[src/rtl/arcade_input_mapper.sv]
// -----------------------------------------------------------------------------
// arcade_input_mapper
//
// Merges PS/2 keyboard events and per-player joystick bits into per-player
// arcade controls. Directions can be rotated for vertical monitors, coins are
// shaped into fixed-length pulses, and fire can optionally autofire.
//
// Ports
//   clk_sys      system clock, all logic on its rising edge
//   reset        synchronous active-high reset
//   ps2_key      [10] event toggle, [9] pressed, [8:0] scan code (bit8 = extended)
//   joy_in       16 bits per player: 0 right, 1 left, 2 down, 3 up, 4 fire,
//                5 start, 6 coin (bits 15:7 unused)
//   rotate       0 none, 1 clockwise, 2 counter-clockwise, 3 180 degrees
//   autofire_en  per-player autofire enable
//   ctrl_out     5 bits per player {fire, up, down, left, right}
//   start_out    per-player start
//   coin_out     per-player shaped coin pulse
// -----------------------------------------------------------------------------
module arcade_input_mapper #(
    parameter int NPLAYERS   = 2,
    parameter int COIN_PULSE = 16,
    parameter int COIN_GAP   = 16,
    parameter int AF_PERIOD  = 8
) (
    input  logic                    clk_sys,
    input  logic                    reset,
    input  logic [10:0]             ps2_key,
    input  logic [16*NPLAYERS-1:0]  joy_in,
    input  logic [1:0]              rotate,
    input  logic [NPLAYERS-1:0]     autofire_en,
    output logic [5*NPLAYERS-1:0]   ctrl_out,
    output logic [NPLAYERS-1:0]     start_out,
    output logic [NPLAYERS-1:0]     coin_out
);

    // Bit positions inside the 7-bit raw per-player vector (same as joy_in)
    localparam int B_RIGHT = 0;
    localparam int B_LEFT  = 1;
    localparam int B_DOWN  = 2;
    localparam int B_UP    = 3;
    localparam int B_FIRE  = 4;
    localparam int B_START = 5;
    localparam int B_COIN  = 6;

    localparam int COIN_MAX = (COIN_PULSE > COIN_GAP) ? COIN_PULSE : COIN_GAP;
    localparam int CNTW     = $clog2(COIN_MAX + 1);
    localparam int AFW      = $clog2(2 * AF_PERIOD + 1);

    typedef enum logic [1:0] {
        ST_IDLE     = 2'd0,
        ST_PULSE    = 2'd1,
        ST_GAP      = 2'd2,
        ST_WAIT_REL = 2'd3
    } coin_state_e;

    // Which raw bits of a player a scan code drives. Arrow keys of player 1
    // ignore the extended bit; everything else must match all 9 bits.
    function automatic logic [6:0] key_mask(input int player, input logic [8:0] code);
        key_mask = '0;
        if (player == 0) begin
            case (code[7:0])
                8'h75:   key_mask[B_UP]    = 1'b1;
                8'h72:   key_mask[B_DOWN]  = 1'b1;
                8'h6B:   key_mask[B_LEFT]  = 1'b1;
                8'h74:   key_mask[B_RIGHT] = 1'b1;
                default: ;
            endcase
            case (code)
                9'h029, 9'h014: key_mask[B_FIRE]  = 1'b1;
                9'h005, 9'h016: key_mask[B_START] = 1'b1;
                9'h02E:         key_mask[B_COIN]  = 1'b1;
                default: ;
            endcase
        end else if (player == 1) begin
            case (code)
                9'h02D:         key_mask[B_UP]    = 1'b1;
                9'h02B:         key_mask[B_DOWN]  = 1'b1;
                9'h023:         key_mask[B_LEFT]  = 1'b1;
                9'h034:         key_mask[B_RIGHT] = 1'b1;
                9'h01C:         key_mask[B_FIRE]  = 1'b1;
                9'h006, 9'h01E: key_mask[B_START] = 1'b1;
                9'h036:         key_mask[B_COIN]  = 1'b1;
                default: ;
            endcase
        end
    endfunction

    // The toggle copy is loaded during reset too, so the first cycle after
    // reset never sees a phantom event.
    logic toggle_reg;
    logic key_event;

    assign key_event = ps2_key[10] ^ toggle_reg;

    always_ff @(posedge clk_sys) begin
        toggle_reg <= ps2_key[10];
    end

    genvar gi;
    generate
        for (gi = 0; gi < NPLAYERS; gi++) begin : g_player
            logic [6:0]     kb_reg;
            logic [6:0]     mask;
            logic [6:0]     raw;
            logic           unused_joy_bits;
            logic           up_rot, down_rot, left_rot, right_rot;
            logic [3:0]     dir_next;
            logic [3:0]     dir_reg;
            logic           fire_next, fire_reg, start_reg;
            logic [AFW-1:0] af_cnt_reg, af_cnt_next;
            coin_state_e    coin_state_reg, coin_state_next;
            logic [CNTW-1:0] coin_cnt_reg, coin_cnt_next;
            logic           coin_prev_reg;

            assign mask            = key_mask(gi, ps2_key[8:0]);
            assign raw             = kb_reg | joy_in[16*gi +: 7];
            assign unused_joy_bits = ^joy_in[16*gi+7 +: 9];

            always_ff @(posedge clk_sys) begin
                if (reset) begin
                    kb_reg <= '0;
                end else if (key_event) begin
                    kb_reg <= ps2_key[9] ? (kb_reg | mask) : (kb_reg & ~mask);
                end
            end

            // Each output direction takes the raw direction that rotation
            // brings into its place.
            always_comb begin
                up_rot    = raw[B_UP];
                down_rot  = raw[B_DOWN];
                left_rot  = raw[B_LEFT];
                right_rot = raw[B_RIGHT];
                case (rotate)
                    2'd1: begin
                        up_rot    = raw[B_LEFT];
                        down_rot  = raw[B_RIGHT];
                        left_rot  = raw[B_DOWN];
                        right_rot = raw[B_UP];
                    end
                    2'd2: begin
                        up_rot    = raw[B_RIGHT];
                        down_rot  = raw[B_LEFT];
                        left_rot  = raw[B_UP];
                        right_rot = raw[B_DOWN];
                    end
                    2'd3: begin
                        up_rot    = raw[B_DOWN];
                        down_rot  = raw[B_UP];
                        left_rot  = raw[B_RIGHT];
                        right_rot = raw[B_LEFT];
                    end
                    default: ;
                endcase
            end

            // Opposing directions cancel each other out.
            assign dir_next = {up_rot & ~down_rot, down_rot & ~up_rot,
                               left_rot & ~right_rot, right_rot & ~left_rot};

            // af_cnt_reg counts held output cycles modulo 2*AF_PERIOD; the
            // first half of each period is high.
            always_comb begin
                af_cnt_next = '0;
                fire_next   = raw[B_FIRE];
                if (autofire_en[gi]) begin
                    fire_next = 1'b0;
                    if (raw[B_FIRE]) begin
                        fire_next   = (af_cnt_reg < AFW'(AF_PERIOD));
                        af_cnt_next = (af_cnt_reg == AFW'(2 * AF_PERIOD - 1)) ?
                                      '0 : af_cnt_reg + AFW'(1);
                    end
                end
            end

            always_comb begin
                coin_state_next = coin_state_reg;
                coin_cnt_next   = coin_cnt_reg;
                case (coin_state_reg)
                    ST_IDLE: begin
                        if (raw[B_COIN] && !coin_prev_reg) begin
                            coin_state_next = ST_PULSE;
                            coin_cnt_next   = '0;
                        end
                    end
                    ST_PULSE: begin
                        if (coin_cnt_reg == CNTW'(COIN_PULSE - 1)) begin
                            coin_state_next = ST_GAP;
                            coin_cnt_next   = '0;
                        end else begin
                            coin_cnt_next = coin_cnt_reg + CNTW'(1);
                        end
                    end
                    ST_GAP: begin
                        if (coin_cnt_reg == CNTW'(COIN_GAP - 1)) begin
                            coin_state_next = raw[B_COIN] ? ST_WAIT_REL : ST_IDLE;
                            coin_cnt_next   = '0;
                        end else begin
                            coin_cnt_next = coin_cnt_reg + CNTW'(1);
                        end
                    end
                    ST_WAIT_REL: begin
                        if (!raw[B_COIN]) begin
                            coin_state_next = ST_IDLE;
                        end
                    end
                    default: coin_state_next = ST_IDLE;
                endcase
            end

            // coin_prev_reg follows the raw coin during reset as well, so a
            // coin already held at reset release needs a release first.
            always_ff @(posedge clk_sys) begin
                coin_prev_reg <= raw[B_COIN];
                if (reset) begin
                    dir_reg        <= '0;
                    fire_reg       <= 1'b0;
                    start_reg      <= 1'b0;
                    af_cnt_reg     <= '0;
                    coin_state_reg <= ST_IDLE;
                    coin_cnt_reg   <= '0;
                end else begin
                    dir_reg        <= dir_next;
                    fire_reg       <= fire_next;
                    start_reg      <= raw[B_START];
                    af_cnt_reg     <= af_cnt_next;
                    coin_state_reg <= coin_state_next;
                    coin_cnt_reg   <= coin_cnt_next;
                end
            end

            assign ctrl_out[5*gi +: 5] = {fire_reg, dir_reg};
            assign start_out[gi]       = start_reg;
            assign coin_out[gi]        = (coin_state_reg == ST_PULSE);
        end
    endgenerate

endmodule

[config.mk]
export PLATFORM = sky130hd
export DESIGN_NAME = arcade_input_mapper
export DESIGN_NICKNAME = d
export VERILOG_FILES = /design/src/rtl/arcade_input_mapper.sv
export SDC_FILE = /design/constraint.sdc
export NUM_CORES = 1
export LEC_CHECK = 0
export ABC_AREA = 1
export CORE_ASPECT_RATIO = 0.75
export CORE_MARGIN = 2
export CORE_UTILIZATION = 46
export DETAILED_ROUTE_END_ITERATION = 12
export HOLD_SLACK_MARGIN = 0.1
export PLACE_DENSITY = 0.77
export SYNTH_ARGS = -nofsm -noshare
export SYNTH_HDL_FRONTEND = slang
export SYNTH_SLANG_ARGS = --single-unit
[constraint.sdc]
create_clock -name clk_sys -period 1.3 [get_ports clk_sys]
set_input_delay 0.26 -clock clk_sys [delete_from_list [all_inputs] [get_ports clk_sys]]
set_output_delay 0.26 -clock clk_sys [all_outputs]
set_load 0.01 [all_outputs]
==> flow_summary.json <==
{
  "placed_area_sq_um": 3640,
  "antenna_violations_before_repair": 0,
  "grt_use_total_pct": 21.4,
  "fin_ws_ns": -0.0429,
  "worstPathMaxFanout": 3,
  "vias_in_the_first_global_route": 2809,
  "layout.cell_area.non_filler_sq_um": 4110,
  "drt-vias-per-instance": 5.02,
  "reg2regPathDepth": 7,
  "combPwrFrac_pct": 44.9,
  "fp.dieArea_sq_um": 6880,
  "cts_tree": "built",
  "synth_fp_nets": 505,
  "clock-sinks": 53,
  "dp_wirelength_mm": 5.17,
  "chipWidth_um": 95.1,
  "yosysSeqAreaShare_pct": 37.0,
  "post_synthesis_cell_type_with_the_largest_combined_area": "sky130_fd_sc_hd__dfxtp_1",
  "seqPwrFrac_pct": 36.0,
  "grt_remaining_overflow": 0,
  "clock_slew_seen_by_the_registers_of_the_worst_setup_and_hold_paths_ns": 0.11,
  "routed_wl_mm": 7.22,
  "drive_above_1_share_pct": 26.0,
  "leading_cell_type_by_number_of_instances_after_synthesis": "sky130_fd_sc_hd__nand2_1",
  "synth_enable_flop_cells": 0,
  "timing.setup.critical_path_class": "register to register",
  "timing.final.crit_share_pct": 103,
  "clock-skew-final_ns": 0.0134,
  "whs_endpoint": "g_player[1].coin_cnt_reg[4]",
  "cp-end-kind": "register",
  "route.antenna.remaining_nets": 0,
  "syn-instance-count": 440,
  "report.final.hold_viol_count": 0,
  "drt_iter0_drc": 168,
  "final-seq-area_sq_um": 1080,
  "fillerInstances": 483,
  "clockRootBuffer": "sky130_fd_sc_hd__clkbuf_8",
  "sw_frac_of_total_pct": 36.0,
  "startpoint_of_the_worst_register_to_register_path": "g_player[1].coin_state_reg[0]",
  "power.density_nw_per_um2": 1250,
  "multiInputGateArea_sq_um": 1890,
  "cts_inserted_buffers": 5,
  "failing_checks": "negative setup slack",
  "synthDistinctLibCells": 23,
  "synth_largest_type_area_fraction_pct": 37.0,
  "i_o_pin_total": 63,
  "io_buf_count": 44,
  "hold_start": "g_player[1].coin_cnt_reg[4]",
  "worst_pin_slew_ns": 0.305,
  "area_growth_syn_to_layout_pct": 43.6,
  "share_of_flip_flops_with_an_asynchronous_set_or_reset_after_synthesis_pct": 0,
  "max_stage_delay_ns": 0.37,
  "run_status": "complete, but fails checks",
  "avgSynthCellArea_sq_um": 6.51,
  "die_h_um": 72.3,
  "synth.yosys.warnings": 0,
  "drv.max_cap_violation_count": 0,
  "power.switching_uw": 1850,
  "worstSkewPairLatency_ns": 0.32,
  "finalSetupViolCount": 7,
  "clock_power_share_pct": 19.1,
  "rrSetupSlack_ns": -0.04,
  "avgRoutedWirePerCell_um": 12.1,
  "initial_core_util_pct": 48.4,
  "setup.worst_path.start_class": "register",
  "power.ir.vdd_worst_v": 0.000639,
  "crit_slowest_cell": "sky130_fd_sc_hd__dfxtp_2",
  "gp_congestion": 0.916,
  "rsz0062_at_grt": "yes",
  "antenna-diode-count": 0,
  "std_cell_rows": 24,
  "worstPathArrival_ns": 1.56,
  "coreArea_sq_um": 5920,
  "cellLeakagePower_uw": 0.00182,
  "drt_pre_antenna_iters": 5,
  "required_ns": 1.52,
  "max_freq_ghz": 0.745,
  "worstPathCellList": "inv_2 > ha_2 > or2_4 > nand2_4 > nand3_2 > o21ai_2 > nor2_1",
  "grt_pass1_wl_mm": 11.8,
  "clock_path_buffers": 2,
  "routed-via-count": 2999,
  "worstReg2RegEnd": "g_player[1].coin_state_reg[0]",
  "synth_area_leaders": "sky130_fd_sc_hd__dfxtp_1 (37%), sky130_fd_sc_hd__nand2_1 (14%), sky130_fd_sc_hd__nor2_1 (12%)",
  "timing.slew.headroom_pct": 79.6,
  "pre_cts_slack_ns": -0.393,
  "finalNetCount": 584,
  "p_int_uw": 3300,
  "timing_max_transition_violations_final": 0,
  "min_period_ns": 1.34,
  "synth_flop_cell": "sky130_fd_sc_hd__dfxtp_1",
  "final_routed_drc_violation_total": 0,
  "hold_path_class": "register to register",
  "worst_hold_path.num_cells": 2,
  "synth.top_cells.by_count": "sky130_fd_sc_hd__nand2_1 (108), sky130_fd_sc_hd__nor2_1 (93), sky130_fd_sc_hd__inv_1 (55)",
  "netlist_area_sq_um": 2860,
  "synth.ff_latch_count": 53,
  "grt_max_degree": 19,
  "cts-htree-levels": 2
}
==> repair_timing <==
action / CTS / global route
hold buffers: 0 / 0
gates cloned: 0 / 0
resized for setup: 47 / 77
endpoints found under the setup margin: 35 / 48
pin swaps: 8 / 9
buffers inserted: 1 / 2
==> layer usage <==
metal | global-route usage, % | share of wire (%) | up-vias
met5 | 0 | 0 | -
met4 | 6.28 | 1.1 | 0
met3 | 4.05 | 5.4 | 9
met2 | 37.4 | 49 | 97
met1 | 26.8 | 45 | 1352
li1 | - | - | 1541
==> layout make-up <==
type | count | area share, %
Clock buffer | 5 | 1.67
Clock inverter | 3 | 0.639
Inverter | 55 | 5.20
Timing Repair Buffer | 81 | 17.9
Sequential cell | 53 | 26.2
Multi-Input combinational cell | 323 | 46.0
Tap cell | 78 | 2.37
==> power by group through the flow <==
stage	clock network (uW)	registers, uW	logic (uW)
detailed placement	0	1860	1740
global placement	0	1850	1710
global route	1060	1870	2530
CTS	1010	1830	1830
floorplan	0	1870	1030
finish	985	1850	2320
==> critical path: cells and delay by family, from the launching register on <==
kind | cells | cell delay [ns]
flip-flops | 1 | 0.37
buffers and inverters | 1 | 0.07
AO/OA/AOI/OAI | 1 | 0.15
adder cells (fa/ha/maj) | 1 | 0.19
AND/OR/NAND/NOR | 4 | 0.47
==> through the flow <==
| stage | utilization [%] | TNS, ns | hold WS (ns) | total power (uW) | std cells |
|---|---|---|---|---|---|
| global placement | 61.5 | -8.24 | 0.429 | 3560 | 587 |
| detailed placement | 61.5 | -9.76 | 0.431 | 3600 | 587 |
| CTS | 64.3 | -0.00413 | 0.442 | 4670 | 596 |
| floorplan | - | -0.0154 | 0.288 | 2900 | 440 |
| finish | 69.5 | -0.168 | 0.446 | 5150 | 598 |
| global route | 69.5 | -0.823 | 0.452 | 5460 | 598 |
==> logic make-up after synthesis <==
family / after synthesis / share of synthesized area [%]
and+or+nand+nor: 256 / 37.0
buffers and inverters: 64 / 9.17
DFF: 53 / 37.0
AOI/OAI and AO/OA: 49 / 9.17
adders and majority gates: 16 / 6.99
xor gates and xnor gates: 2 / 0.612
==> worst max-delay path by stage <==
stage	startpoint	to	slack (ns)
6_report	g_player[1].coin_state_reg[0]	g_player[1].coin_state_reg[0]	-0.04
2_1_floorplan	g_player[1].coin_state_reg[1]	g_player[1].coin_state_reg[0]	-0.02
3_5_place_dp	ps2_key[10]	register	-0.39
4_1_cts	g_player[1].coin_state_reg[0]	g_player[1].coin_state_reg[0]	-0.002
3_3_place_gp	ps2_key[10]	register	-0.33
5_1_grt	g_player[1].af_cnt_reg[0]	g_player[1].af_cnt_reg[1]	-0.1
==> placed cells by master, fill, tap and decap left out, types with 7 or more instances in the layout <==
cell	n
sky130_fd_sc_hd__dfxtp_1	43
sky130_fd_sc_hd__dlygate4sd2_1	12
sky130_fd_sc_hd__dfxtp_2	9
sky130_fd_sc_hd__nand4_1	7
sky130_fd_sc_hd__inv_1	49
sky130_fd_sc_hd__nand3_1	29
sky130_fd_sc_hd__nand2_2	7
sky130_fd_sc_hd__ha_4	8
sky130_fd_sc_hd__a21oi_1	29
sky130_fd_sc_hd__buf_4	33
sky130_fd_sc_hd__nor2_4	8
sky130_fd_sc_hd__nor2_1	68
sky130_fd_sc_hd__clkdlybuf4s50_1	27
sky130_fd_sc_hd__nand2_1	98
sky130_fd_sc_hd__nor2_2	19
(Power assumes the default switching activity.)
